===== config.mk =====
export PLATFORM = sky130hd
export DESIGN_NAME = sync_fifo
export DESIGN_NICKNAME = d
export VERILOG_FILES = /design/src/rtl/sync_fifo_pkg.sv /design/src/rtl/sync_fifo_mem.sv /design/src/rtl/sync_fifo.sv
export SDC_FILE = /design/constraint.sdc
export NUM_CORES = 1
export LEC_CHECK = 0
export CAP_MARGIN = 5
export CORE_MARGIN = 1.5
export CORE_UTILIZATION = 30
export CTS_CLUSTER_DIAMETER = 60
export DETAILED_ROUTE_END_ITERATION = 6
export GPL_TIMING_DRIVEN = 0
export SYNTH_ARGS = -nofsm -noshare
export SYNTH_HDL_FRONTEND = slang
export SYNTH_HIERARCHICAL = 1
export SYNTH_SLANG_ARGS = --single-unit

===== constraint.sdc =====
create_clock -name clk -period 8.7 [get_ports clk]
set_clock_uncertainty 0.2 [all_clocks]
set_input_delay 2.175 -clock clk [delete_from_list [all_inputs] [get_ports clk]]
set_output_delay 2.175 -clock clk [all_outputs]
set_load 0.03 [all_outputs]

===== src/rtl/sync_fifo_pkg.sv =====
// sync_fifo_pkg
// Shared constants and helpers for the single-clock FIFO.
//   SYNC_FIFO_WIDTH_DEF : default data word width
//   SYNC_FIFO_DEPTH_DEF : default number of entries
//   count_next()        : occupancy update from the two fire strobes
package sync_fifo_pkg;

  localparam int SYNC_FIFO_WIDTH_DEF = 32;
  localparam int SYNC_FIFO_DEPTH_DEF = 16;

  // Occupancy after one cycle. Worked at 32 bits so callers of any
  // count width can share it; callers truncate to their own width.
  function automatic logic [31:0] count_next(input logic [31:0] cnt,
                                             input logic        wr_fire,
                                             input logic        rd_fire);
    return cnt + {31'b0, wr_fire} - {31'b0, rd_fire};
  endfunction

endpackage


===== src/rtl/sync_fifo_mem.sv =====
// sync_fifo_mem
// Storage array for sync_fifo: one write port, one registered read port.
// Ports:
//   clk      : clock, all logic on posedge
//   srst     : synchronous active-high reset (read register only)
//   wr_en    : write strobe (already qualified by the caller)
//   wr_addr  : write address
//   wr_data  : write data
//   rd_en    : read strobe (already qualified by the caller)
//   rd_addr  : read address
//   rd_data  : registered read data, holds when no read
//   rd_valid : one-cycle pulse, rd_data updated this cycle
module sync_fifo_mem #(
  parameter int WIDTH      = 32,
  parameter int DEPTH      = 16,
  parameter int ADDR_WIDTH = $clog2(DEPTH)
) (
  input  logic                  clk,
  input  logic                  srst,
  input  logic                  wr_en,
  input  logic [ADDR_WIDTH-1:0] wr_addr,
  input  logic [WIDTH-1:0]      wr_data,
  input  logic                  rd_en,
  input  logic [ADDR_WIDTH-1:0] rd_addr,
  output logic [WIDTH-1:0]      rd_data,
  output logic                  rd_valid
);

  logic [WIDTH-1:0] r_mem [DEPTH];
  logic [WIDTH-1:0] r_rd_data;
  logic             r_rd_valid;

  // Array contents are deliberately not reset so the storage maps to RAM.
  always_ff @(posedge clk) begin
    if (wr_en) begin
      r_mem[wr_addr] <= wr_data;
    end
  end

  always_ff @(posedge clk) begin
    if (srst) begin
      r_rd_data  <= '0;
      r_rd_valid <= 1'b0;
    end else begin
      r_rd_valid <= rd_en;
      if (rd_en) begin
        r_rd_data <= r_mem[rd_addr];
      end
    end
  end

  assign rd_data  = r_rd_data;
  assign rd_valid = r_rd_valid;

endmodule


===== src/rtl/sync_fifo.sv =====
// sync_fifo
// Single-clock FIFO with occupancy count, almost-full/almost-empty flags
// and registered read data. No fall-through: a write is blocked while
// full and a read is blocked while empty, regardless of the other side.
// Optional feature macro: SYNC_FIFO_ERR_EN adds sticky overflow and
// underflow flags (ports absent when the macro is undefined).
// Ports:
//   clk          : clock, all logic on posedge
//   async_rst    : synchronous active-high reset (name kept for
//                  compatibility with the dual-clock FIFO)
//   wr_en/wr_data: write request and data
//   full         : no free entries
//   almost_full  : count >= AF_THRESH
//   rd_en        : read request
//   rd_data      : registered read data
//   rd_valid     : rd_data updated this cycle
//   empty        : no stored entries
//   almost_empty : count <= AE_THRESH
//   count        : occupancy 0..DEPTH
//   overflow     : sticky, write attempted while full (SYNC_FIFO_ERR_EN)
//   underflow    : sticky, read attempted while empty (SYNC_FIFO_ERR_EN)
module sync_fifo
  import sync_fifo_pkg::*;
#(
  parameter int WIDTH      = SYNC_FIFO_WIDTH_DEF,
  parameter int DEPTH      = SYNC_FIFO_DEPTH_DEF,
  parameter int ADDR_WIDTH = $clog2(DEPTH),
  parameter int AF_THRESH  = DEPTH - 2,
  parameter int AE_THRESH  = 2
) (
  input  logic                  clk,
  input  logic                  async_rst,
  input  logic                  wr_en,
  input  logic [WIDTH-1:0]      wr_data,
  output logic                  full,
  output logic                  almost_full,
  input  logic                  rd_en,
  output logic [WIDTH-1:0]      rd_data,
  output logic                  rd_valid,
  output logic                  empty,
  output logic                  almost_empty,
`ifdef SYNC_FIFO_ERR_EN
  output logic                  overflow,
  output logic                  underflow,
`endif
  output logic [ADDR_WIDTH:0]   count
);

  localparam int CW = ADDR_WIDTH + 1;
  localparam logic [CW-1:0] DEPTH_C = CW'(DEPTH);
  localparam logic [CW-1:0] AF_C    = CW'(AF_THRESH);
  localparam logic [CW-1:0] AE_C    = CW'(AE_THRESH);

  logic [CW-1:0] r_wptr;
  logic [CW-1:0] r_rptr;
  logic [CW-1:0] r_count;
  logic          r_full;
  logic          r_empty;
  logic          r_almost_full;
  logic          r_almost_empty;

  logic          w_wr_fire;
  logic          w_rd_fire;
  logic [CW-1:0] w_count_next;

  // Fire strobes use only registered flags, so there is no path from
  // rd_en to the write side or from wr_en to the read side.
  assign w_wr_fire    = wr_en && !r_full;
  assign w_rd_fire    = rd_en && !r_empty;
  assign w_count_next = CW'(count_next(32'(r_count), w_wr_fire, w_rd_fire));

  always_ff @(posedge clk) begin
    if (async_rst) begin
      r_wptr         <= '0;
      r_rptr         <= '0;
      r_count        <= '0;
      r_full         <= 1'b0;
      r_empty        <= 1'b1;
      r_almost_full  <= 1'b0;
      r_almost_empty <= 1'b1;
    end else begin
      // Pointers carry one extra bit and wrap modulo 2*DEPTH.
      r_wptr         <= r_wptr + CW'(w_wr_fire);
      r_rptr         <= r_rptr + CW'(w_rd_fire);
      r_count        <= w_count_next;
      // Flags come from the next count so they always agree with count.
      r_full         <= (w_count_next == DEPTH_C);
      r_empty        <= (w_count_next == '0);
      r_almost_full  <= (w_count_next >= AF_C);
      r_almost_empty <= (w_count_next <= AE_C);
    end
  end

`ifdef SYNC_FIFO_ERR_EN
  logic r_overflow;
  logic r_underflow;

  always_ff @(posedge clk) begin
    if (async_rst) begin
      r_overflow  <= 1'b0;
      r_underflow <= 1'b0;
    end else begin
      if (wr_en && r_full) begin
        r_overflow <= 1'b1;
      end
      if (rd_en && r_empty) begin
        r_underflow <= 1'b1;
      end
    end
  end

  assign overflow  = r_overflow;
  assign underflow = r_underflow;
`endif

  sync_fifo_mem #(
    .WIDTH     (WIDTH),
    .DEPTH     (DEPTH),
    .ADDR_WIDTH(ADDR_WIDTH)
  ) u_mem (
    .clk     (clk),
    .srst    (async_rst),
    .wr_en   (w_wr_fire),
    .wr_addr (r_wptr[ADDR_WIDTH-1:0]),
    .wr_data (wr_data),
    .rd_en   (w_rd_fire),
    .rd_addr (r_rptr[ADDR_WIDTH-1:0]),
    .rd_data (rd_data),
    .rd_valid(rd_valid)
  );

  // The count register and the pointer difference must never disagree.
  ptr_count_a: assert property (@(posedge clk) disable iff (async_rst)
    r_count == CW'(r_wptr - r_rptr));

  assign full         = r_full;
  assign empty        = r_empty;
  assign almost_full  = r_almost_full;
  assign almost_empty = r_almost_empty;
  assign count        = r_count;

endmodule

======== Yosys cells after proc, flatten, opt, wreduce, memory -nomap -nowiden ========
Memory sizes are Yosys's and may differ from the RTL's. A register that Yosys moved wholly into a read port is not among the register bits.
Cells that the tools add are included.
operators by class
  magnitude comparators ................... 2
  muxes and demuxes ....................... 2
  equality and inequality tests ........... 1
  reduce and logical (&&, ||, !) cells .... 5
  add/subtract/negate cells ............... 4
operators with widths
  kind                                                                                 number
  5-bit by 1-bit adder with 5-bit output                                               3
  5-bit equality test, second input constant                                           1
  5-bit by 4-bit greater-or-equal comparator with 1-bit output, second input constant  1
  5-bit by 2-bit <= comparator with 1-bit output, second input constant                1
  5-bit zero test                                                                      1
  5-bit by 1-bit subtractor with 5-bit output                                          1
  1-bit logical AND                                                                    2
  1-bit zero test                                                                      2
  1-bit two-way mux                                                                    2
word-level totals
  output and inout port bits .............. 42
  input bits .............................. 36
  memories ................................ 1
  word-level logic and storage cells ...... 23
  bits in registers ....................... 20
  bits in writable memories ............... 512
memories
  name         words  width  rd ports  clocked after Yosys merged registers in  write ports  RTL line             text
  u_mem.r_mem  16     32     1         1                                        1            sync_fifo_mem.sv:29  logic [WIDTH-1:0] r_mem [DEPTH];

======== Depth between registers and ports, before layout ========
Gate-level depths: netlist of run 1.
  depth in word-level cells ............... 5
  mapped depth ............................ 10
  gate-level depth less buffers ........... 9

======== Modules after synthesis ========
Netlist of run 1, hierarchy kept.
modules (own cells, without submodules)
  module         seq. area each (um^2)  times used  cells an instance  area an instance (um^2)
  sync_fifo_mem  16,035.4               1           1,218              20,917.6
  sync_fifo      340.3                  1           88                 830.8

======== Worst setup path before layout of run 1 ========
OpenSTA, ideal clock, no wires.
  path kind ............................... input-to-reg
  start ................................... in wr_en
  end ..................................... mem u_mem.r_mem[0][0], enable pin
  data arrival time ....................... 5,079 ps
  required time ........................... 8,039 ps
  stages on the path ...................... 4
  buffers on the path ..................... 0
  setup time .............................. 461 ps
  path slack .............................. 2,960 ps
  path through ............................ nand2b_1 > inv_1 > or3b_2 > nor3_1
between the ends
  word-level cells in the longest chain between the ends .. 3
RTL lines
  element                                  RTL line             text
  from (decl)                              sync_fifo.sv:33      input logic wr_en,
  1-bit logical AND                        sync_fifo.sv:68      assign w_wr_fire = wr_en && !r_full;
  net w_wr_fire                            sync_fifo.sv:62      logic w_wr_fire;
  1-bit two-way mux                        sync_fifo_mem.sv:35  if (wr_en) begin
  1-bit two-way mux (not written as such)  sync_fifo_mem.sv:36  r_mem[wr_addr] <= wr_data;
  to (decl)                                sync_fifo_mem.sv:29
The timed path passes the listed nets, and every way through them passes these cells.

======== Final worst setup path of run 1 ========
  start ................................... in rd_en
  end ..................................... reg r_empty (netlist: empty)
between the ends
  word-level cells in the longest chain between the ends .. 3
RTL lines
  element                                      RTL line             text
  from (decl)                                  sync_fifo.sv:37      input logic rd_en,
  1-bit logical AND                            sync_fifo.sv:69      assign w_rd_fire = rd_en && !r_empty;
  net w_rd_fire                                sync_fifo.sv:63      logic w_rd_fire;
  5-bit by 1-bit subtractor with 5-bit output  sync_fifo_pkg.sv:16  return cnt + {31'b0, wr_fire} - {31'b0, rd_fire};
  5-bit zero test                              sync_fifo.sv:88      r_empty <= (w_count_next == '0);
  to (signal assigned)                         sync_fifo.sv:88
  to (decl)                                    sync_fifo.sv:58      logic r_empty;
The timed path passes the listed nets, and every way through them passes these cells.
A chain may end at the register's enable or synchronous reset.

==> results of run 1 <==
==> final timing paths <==
path	startpoint	endpoint	slack [ps]	cells after the start
setup reg to reg	empty$_SDFF_PP1_	empty$_SDFF_PP1_	5670	10
hold / removal	u_mem/rd_data[6]$_SDFFE_PP0P_	u_mem/rd_data[6]$_SDFFE_PP0P_	260	2
setup / recovery	rd_en	empty$_SDFF_PP1_	3950	11
hold reg to reg	u_mem/rd_data[6]$_SDFFE_PP0P_	u_mem/rd_data[6]$_SDFFE_PP0P_	260	2
==> kinds of logic (layout without fill, tap and decap cells) <==
family                   count (synthesis)  count (layout)  share of synthesized area
AO/OA/AOI/OAI                          142             142                     0.0450
adder cells (fa/ha/maj)                  8               8                    0.00495
AND/OR/NAND/NOR                        251             251                     0.0529
XOR/XNOR                                10              10                    0.00403
flip-flops                             562             562                      0.753
buffers and inverters                   77             289                     0.0223
multiplexers                           256             256                      0.118
==> registers in the layout (all words and copies together) (netlist names) <==
signal and cells:
r_rptr 4, empty 1, u_mem/rd_valid 1, u_mem/r_mem 512
u_mem/rd_data 32, full 1, almost_full 1, count 5
almost_empty 1, r_wptr 4
==> power by group <==
group	internal, mW	switching [mW]	total [mW]
combinational	0.309	0.560	0.870
clock	1.43	1.01	2.44
sequential	3.10	0.0652	3.16
==> area by class of cell <==
type	count	area, um2	share of cell area
Multi-Input combinational cell	667	5000	0.191
Timing Repair Buffer	103	1210	0.0464
Tap cell	950	1190	0.0454
Clock inverter	29	280	0.0107
Clock buffer	80	1630	0.0621
Sequential cell	562	16400	0.626
Inverter	9	33.8	0.00129
Buffer	68	452	0.0173
==> worst register-to-register path, stage by stage (launching register included) <==
cell	delay (ps)
sky130_fd_sc_hd__dfxtp_1	310
sky130_fd_sc_hd__nor2b_1	150
sky130_fd_sc_hd__clkbuf_1	390
sky130_fd_sc_hd__xnor2_1	170
sky130_fd_sc_hd__ha_1	220
sky130_fd_sc_hd__inv_1	70
sky130_fd_sc_hd__fa_1	440
sky130_fd_sc_hd__nand2b_1	230
sky130_fd_sc_hd__o311ai_1	310
sky130_fd_sc_hd__o21ai_2	130
sky130_fd_sc_hd__o31ai_1	310
==> routing by layer <==
layer	share of wire	routed length, um	GRT usage
met1	0.43	22200	0.177
met2	0.49	25400	0.238
met3	0.054	2760	0.0306
met4	0.020	1020	0.0368
met5	0.00025	13	0
==> Yosys cell counts (all sizes together) <==
| master | number |
|---|---|
| edfxtp | 512 |
| mux2i | 256 |
| nand2 | 100 |
| nand3 | 98 |
| a21oi | 67 |
| a22oi | 64 |
| buf | 54 |
| dfxtp | 50 |
| nor2 | 24 |
| clkbuf | 14 |
| inv | 9 |
| nor2b | 9 |
| ha | 7 |
| xnor2 | 6 |
| nand2b | 5 |
| nor3 | 4 |
| xor2 | 4 |
| nand3b | 3 |
| or3b | 3 |
| and2 | 2 |
| o21ai | 2 |
| o31ai | 2 |
| a211oi | 1 |
| a21o | 1 |
| a32o | 1 |
| fa | 1 |
| nand4 | 1 |
| nor4 | 1 |
| o21a | 1 |
| o221ai | 1 |
| o22ai | 1 |
| o311ai | 1 |
| or2 | 1 |
==> stage by stage <==
stage / std cells / instance area [um2] / power [mW] / hold WS (ps) / setup TNS, ps
6_report: 2468 / 26200 / 6.47 / 258 / 0
5_1_grt: 2468 / 26200 / 6.72 / 288 / 0
4_1_cts: 2468 / 26200 / 6.54 / 263 / 0
3_5_place_dp: 2359 / 24300 / 4.10 / 249 / 0
3_3_place_gp: 2333 / 23700 / 4.06 / 242 / -9240
2_1_floorplan: 1306 / 21700 / 3.72 / 300 / 0
==> run_results.csv, run 1 <==
group,metric,value,unit
outcome,run_status,"completed",
grt,grt_use_total,0.139,
grt,grt_overflow_total,0,
cells_and_area,most_common_cell_after_layout_fill_and_taps_aside,"sky130_fd_sc_hd__edfxtp_1",
setup_path,data_required_critical_path,9000,ps
place,dp.final_hpwl,33.3,mm
grt,grt_first_pass_wirelength,76.1,mm
floorplan,initial_utilization,0.304,
drt,finalWirelength,51.4,mm
setup_path,crit_buf_inv,3,
clocking,worst_setup_hold_path_clk_slew,60,ps
place,place.port_buffers,77,
power_and_ir_drop,total_leakage_power,8.07,nW
cells_and_area,synthToLayoutAreaGrowth,20.3,%
setup_path,setup.worst_path.end_class,"flip-flop",
floorplan,fp.dieH,272,um
setup_path,worstPathMaxFanout,9,
floorplan,floorplan_core_area,71600,um2
floorplan,die_area,74100,um2
clocking,clock_sinks,562,
sta,timing.slew.headroom,0.290,
clocking,cts_made_buffers,58,
setup_path,crit_arrival,5050,ps
sta,final-hold-violation-count,0,
setup_path,cp-start-kind,"primary input",
synth,syn_inst,1306,
clocking,cts_max_level,2,
place,dpl_worst_slack,3380,ps
sta,finalWorstSetupSlack,3950,ps
sta,final-max-slew-violation-count,0,
clocking,post_cts.resized_instances,0,
grt,grt_start_max_net_pins,24,
floorplan,io-pin-count,78,
flow_run,maxCapViolations,0,
setup_path,cp_slowest_cell,"sky130_fd_sc_hd__clkdlybuf4s50_1",
synth,post_synth.cell_area_avg,16.7,um2
synth,synth_cell_type_count,40,
clocking,worstSkewPairLatency,610,ps
power_and_ir_drop,ir_drop,0.168,mV
synth,mappedNetlistNets,1350,
clocking,post_cts_setup_bufs,0,
sta,fmaxAchievable,0.211,GHz
clocking,cts.path.max_buffers,3,
cells_and_area,fill_cells,6680,
setup_path,max_stage_delay,450,ps
cells_and_area,proportion_of_layout_cells_with_a_drive_suffix_above_1,0.134,
drt,route.antenna.remaining_nets,0,
hold_path,timing.hold.worst.class,"flip-flop to flip-flop",
sta,grt_setup_unrepaired,"no",
synth,synth.cell_area,21700,um2
floorplan,number_of_standard_cell_rows_in_the_floorplan,98,
setup_path,cp_cell_sequence,"clkdlybuf4s50_1 > nor2b_1 > clkbuf_1 > xnor2_1 > ha_1 > inv_1 > fa_1 > nand2b_1 > o311ai_1 > o21ai_2 > o31ai_1",
place,place_congestion,0.731,
drt,post_detailed_route_via_to_cell_ratio,4.69,
sta,tightest_slew,1060,ps
drt,via_count,11565,
cells_and_area,finalCoreUtilization,0.365,
cells_and_area,antenna_cells,0,
synth,count_of_yosys_warnings_during_synthesis,6,
floorplan,die_w,272,um
synth,synth_top_cell_by_area,"sky130_fd_sc_hd__edfxtp_1",
drt,routedWlPerCell,20.8,um
sta,final_min_period_over_clock_period,0.546,
synth,synth.top_cells.by_area,"sky130_fd_sc_hd__edfxtp_1, sky130_fd_sc_hd__mux2i_1, sky130_fd_sc_hd__dfxtp_1, sky130_fd_sc_hd__nand3_1, sky130_fd_sc_hd__a22oi_1",
setup_path,critPathKind,"primary input to flip-flop",
sta,setup_violations,0,
grt,antenna_found_initial,1,
grt,number_of_global_route_vias_before_repair,11966,
synth,yosysSeqAreaShare,0.753,
cells_and_area,final_nets,1513,
power_and_ir_drop,pwr_density_cell,247,nW/um2
clocking,tritoncts,"yes",
synth,synth_largest_type_area_fraction,0.707,
drt,detailedRoute.firstPassIterationCount,5,
synth,synth_seq_cells,562,
cells_and_area,layout_common_cells,"sky130_fd_sc_hd__edfxtp_1, sky130_fd_sc_hd__mux2i_1, sky130_fd_sc_hd__nand2_1, sky130_fd_sc_hd__nand3_1, sky130_fd_sc_hd__clkdlybuf4s50_1",
drt,route.detailed.drc,0,
clocking,root_buffer,"sky130_fd_sc_hd__clkbuf_16",
sta,final_period_minus_worst_setup_slack,4750,ps
setup_path,critPathTopFamily,"buffers and inverters",
clocking,post_cts_hold_buffer_count,0,
drt,initialDrtViolationCount,881,
No activity file was read; power rests on OpenSTA's default activity.
==> inputs of run 2 (changes only) <==
- clock period: 8.7 -> 4.4 ns (I/O delays scaled with it)
==> run 2 against run 1 <==
- worst hold slack lost 2.5 ps
- setup slack lost 3100 ps
- utilization is 0.20 points lower
- final area fell by 0.54%
- combinational power up 100%
- clock power up 87%
- global-route usage rose by 0.080 points
- sequential power rose by 98%
- count of clock-buffer cells in the layout fell by 7
- largest cell class unchanged
- largest power group unchanged
==> run_results.csv, run 2 (synthesis gave the netlist of run 1 again) <==
group,metric,value,unit
outcome,run_status,"completed",
setup_path,critical_path.startpoint,"rd_en",
place,place.port_buffers,77,
setup_path,crit_path_end,"empty$_SDFF_PP1_",
sta,final-hold-violation-count,0,
cells_and_area,antenna_cells,0,
place,numPlacedInstances,2359,
place,dp.final_hpwl,33.6,mm
clocking,post_cts_setup_bufs,0,
sta,final-max-slew-violation-count,0,
drt,via_count,11692,
setup_path,data_required_critical_path,4710,ps
floorplan,initial_utilization,0.304,
clocking,worst_setup_hold_path_clk_slew,60,ps
cells_and_area,proportion_of_layout_cells_with_a_drive_suffix_above_1,0.130,
cells_and_area,ff_latch_area,16400,um2
clocking,post_cts.resized_instances,0,
power_and_ir_drop,ir_drop,0.318,mV
sta,fmaxAchievable,0.280,GHz
grt,grt_start_max_net_pins,23,
power_and_ir_drop,netSwitchingFraction,0.254,
setup_path,crit_arrival,3880,ps
cells_and_area,fill_cells,6731,
power_and_ir_drop,pwr_density_cell,483,nW/um2
cells_and_area,most_common_cell_after_layout_fill_and_taps_aside,"sky130_fd_sc_hd__edfxtp_1",
floorplan,number_of_standard_cell_rows_in_the_floorplan,98,
sta,final_period_minus_worst_setup_slack,3570,ps
floorplan,floorplan_core_area,71600,um2
cells_and_area,layout_common_cells,"sky130_fd_sc_hd__edfxtp_1, sky130_fd_sc_hd__mux2i_1, sky130_fd_sc_hd__nand2_1, sky130_fd_sc_hd__nand3_1, sky130_fd_sc_hd__clkdlybuf4s50_1",
setup_path,cp-start-kind,"primary input",
grt,grt_use_met3,0.0303,
hold_path,timing.hold.worst.class,"flip-flop to flip-flop",
power_and_ir_drop,total_leakage_power,8.01,nW
cells_and_area,final_nets,1510,
setup_path,crit-reg2reg-launch,"empty$_SDFF_PP1_",
flow_run,maxCapViolations,0,
clocking,post_cts_hold_buffer_count,0,
drt,finalWirelength,52.0,mm
drt,detailedRoute.firstPassIterationCount,5,
cells_and_area,fin_area,26000,um2
setup_path,r2r_cells,10,
setup_path,worstPathMaxFanout,9,
clocking,worstSkewPairLatency,610,ps
grt,gr-usage-met1,0.176,
setup_path,r2r_setup_slack,1480,ps
place,place_congestion,0.738,
clocking,clock_sinks,562,
drt,route.antenna.remaining_nets,0,
grt,top_usage_layer,"met2",
cells_and_area,synthToLayoutAreaGrowth,19.7,%
grt,met2_global_route_usage,0.243,
setup_path,rr_endpoint,"empty$_SDFF_PP1_",
sta,tightest_slew,1020,ps
power_and_ir_drop,comb_power_share,0.139,
grt,grt_use_total,0.140,
cells_and_area,register_name_with_the_most_flops,"u_mem/r_mem",
clocking,cts.path.max_buffers,3,
grt,grt_first_pass_wirelength,76.8,mm
sta,timing.slew.headroom,0.316,
clocking,root_buffer,"sky130_fd_sc_hd__clkbuf_16",
cells_and_area,multi_input_comb_area,5000,um2
drt,route.detailed.drc,0,
clocking,tritoncts,"yes",
sta,grt_setup_unrepaired,"no",
floorplan,io-pin-count,78,
cells_and_area,largest_register_ffs,512,
drt,routedWlPerCell,21.1,um
power_and_ir_drop,p_int,9.38,mW
grt,antenna_found_initial,1,
grt,grt_overflow_total,0,
sta,setup_violations,0,
setup_path,critPathKind,"primary input to flip-flop",
clocking,cts_max_level,2,
power_and_ir_drop,fin_total_pwr,12.6,mW
power_and_ir_drop,clock_group_share_of_total_power,0.363,
setup_path,setup.worst_path.end_class,"flip-flop",
power_and_ir_drop,power.net_switching,3.19,mW
power_and_ir_drop,seq_power_share,0.497,
sta,final_min_period_over_clock_period,0.811,
grt,number_of_global_route_vias_before_repair,11949,
clocking,cts_made_buffers,55,
floorplan,die_w,272,um
place,placedInstanceArea,24300,um2
floorplan,die_area,74100,um2
drt,post_detailed_route_via_to_cell_ratio,4.75,
cells_and_area,final_instance_count_without_filler_cells,2463,
drt,initialDrtViolationCount,770,
floorplan,fp.dieH,272,um
-- run 2: cell count changes in the layout (fill, tap and decap cells not counted), sizes merged --
cell / delta
clkinv: +8
clkbuf: -7
inv: -4
clkinvlp: -2
-- run 2: area by class of cell --
class | instances | share of cell area
Tap cell | 950 | 0.0457
Sequential cell | 562 | 0.629
Clock inverter | 31 | 0.0101
Timing Repair Buffer | 103 | 0.0466
Multi-Input combinational cell | 667 | 0.192
Buffer | 68 | 0.0174
Clock buffer | 73 | 0.0575
Inverter | 9 | 0.00130
-- run 2: worst min path at each step --
| stage | startpoint | to | slack [ps] | depth (start not counted) |
|---|---|---|---|---|
| floorplan | r_rptr[2]$_SDFF_PP0_ | r_rptr[2]$_SDFF_PP0_ | 300 | 2 |
| global placement | u_mem/rd_data[1]$_SDFFE_PP0P_ | u_mem/rd_data[1]$_SDFFE_PP0P_ | 240 | 2 |
| detailed placement | u_mem/rd_data[12]$_SDFFE_PP0P_ | u_mem/rd_data[12]$_SDFFE_PP0P_ | 250 | 2 |
| CTS | u_mem/rd_data[12]$_SDFFE_PP0P_ | u_mem/rd_data[12]$_SDFFE_PP0P_ | 260 | 2 |
| global route | u_mem/rd_data[1]$_SDFFE_PP0P_ | u_mem/rd_data[1]$_SDFFE_PP0P_ | 270 | 2 |
| finish | u_mem/rd_data[12]$_SDFFE_PP0P_ | u_mem/rd_data[12]$_SDFFE_PP0P_ | 260 | 2 |
-- run 2: per-layer routing --
| layer | wire length [um] | vias to the layer above | share of wire |
|---|---|---|---|
| met4 | 952 | 2 | 0.018 |
| met1 | 22100 | 5961 | 0.43 |
| met2 | 26000 | 296 | 0.50 |
| met5 | 13 | - | 0.00025 |
| met3 | 2920 | 71 | 0.056 |
| li1 | - | 5362 | - |
-- run 2: critical path, stage by stage --
cell and delay, ps:
sky130_fd_sc_hd__clkdlybuf4s50_1 450, sky130_fd_sc_hd__nor2b_1 120, sky130_fd_sc_hd__clkbuf_1 370, sky130_fd_sc_hd__xnor2_1 180
sky130_fd_sc_hd__ha_1 230, sky130_fd_sc_hd__inv_1 70, sky130_fd_sc_hd__fa_1 430, sky130_fd_sc_hd__nand2b_1 230
sky130_fd_sc_hd__o311ai_1 320, sky130_fd_sc_hd__o21ai_2 140, sky130_fd_sc_hd__o31ai_1 240
-- run 2: through the flow --
stage          TNS (ps)  hold WS, ps  worst slack, ps   util
6_report              0          255              833  0.363
4_1_cts               0          258              864  0.363
3_5_place_dp          0          247              236  0.339
5_1_grt               0          273              602  0.363
3_3_place_gp    -826630          243            -3250  0.331
2_1_floorplan         0          300             82.5      -
-- run 2: power by group through the flow --
stage | Clock (mW) | Sequential [mW] | Combinational [mW]
2_1_floorplan | 0 | 6.54 | 0.812
3_3_place_gp | 0 | 6.37 | 1.63
3_5_place_dp | 0 | 6.37 | 1.76
4_1_cts | 4.67 | 6.26 | 1.77
5_1_grt | 4.87 | 6.28 | 1.90
6_report | 4.57 | 6.25 | 1.75
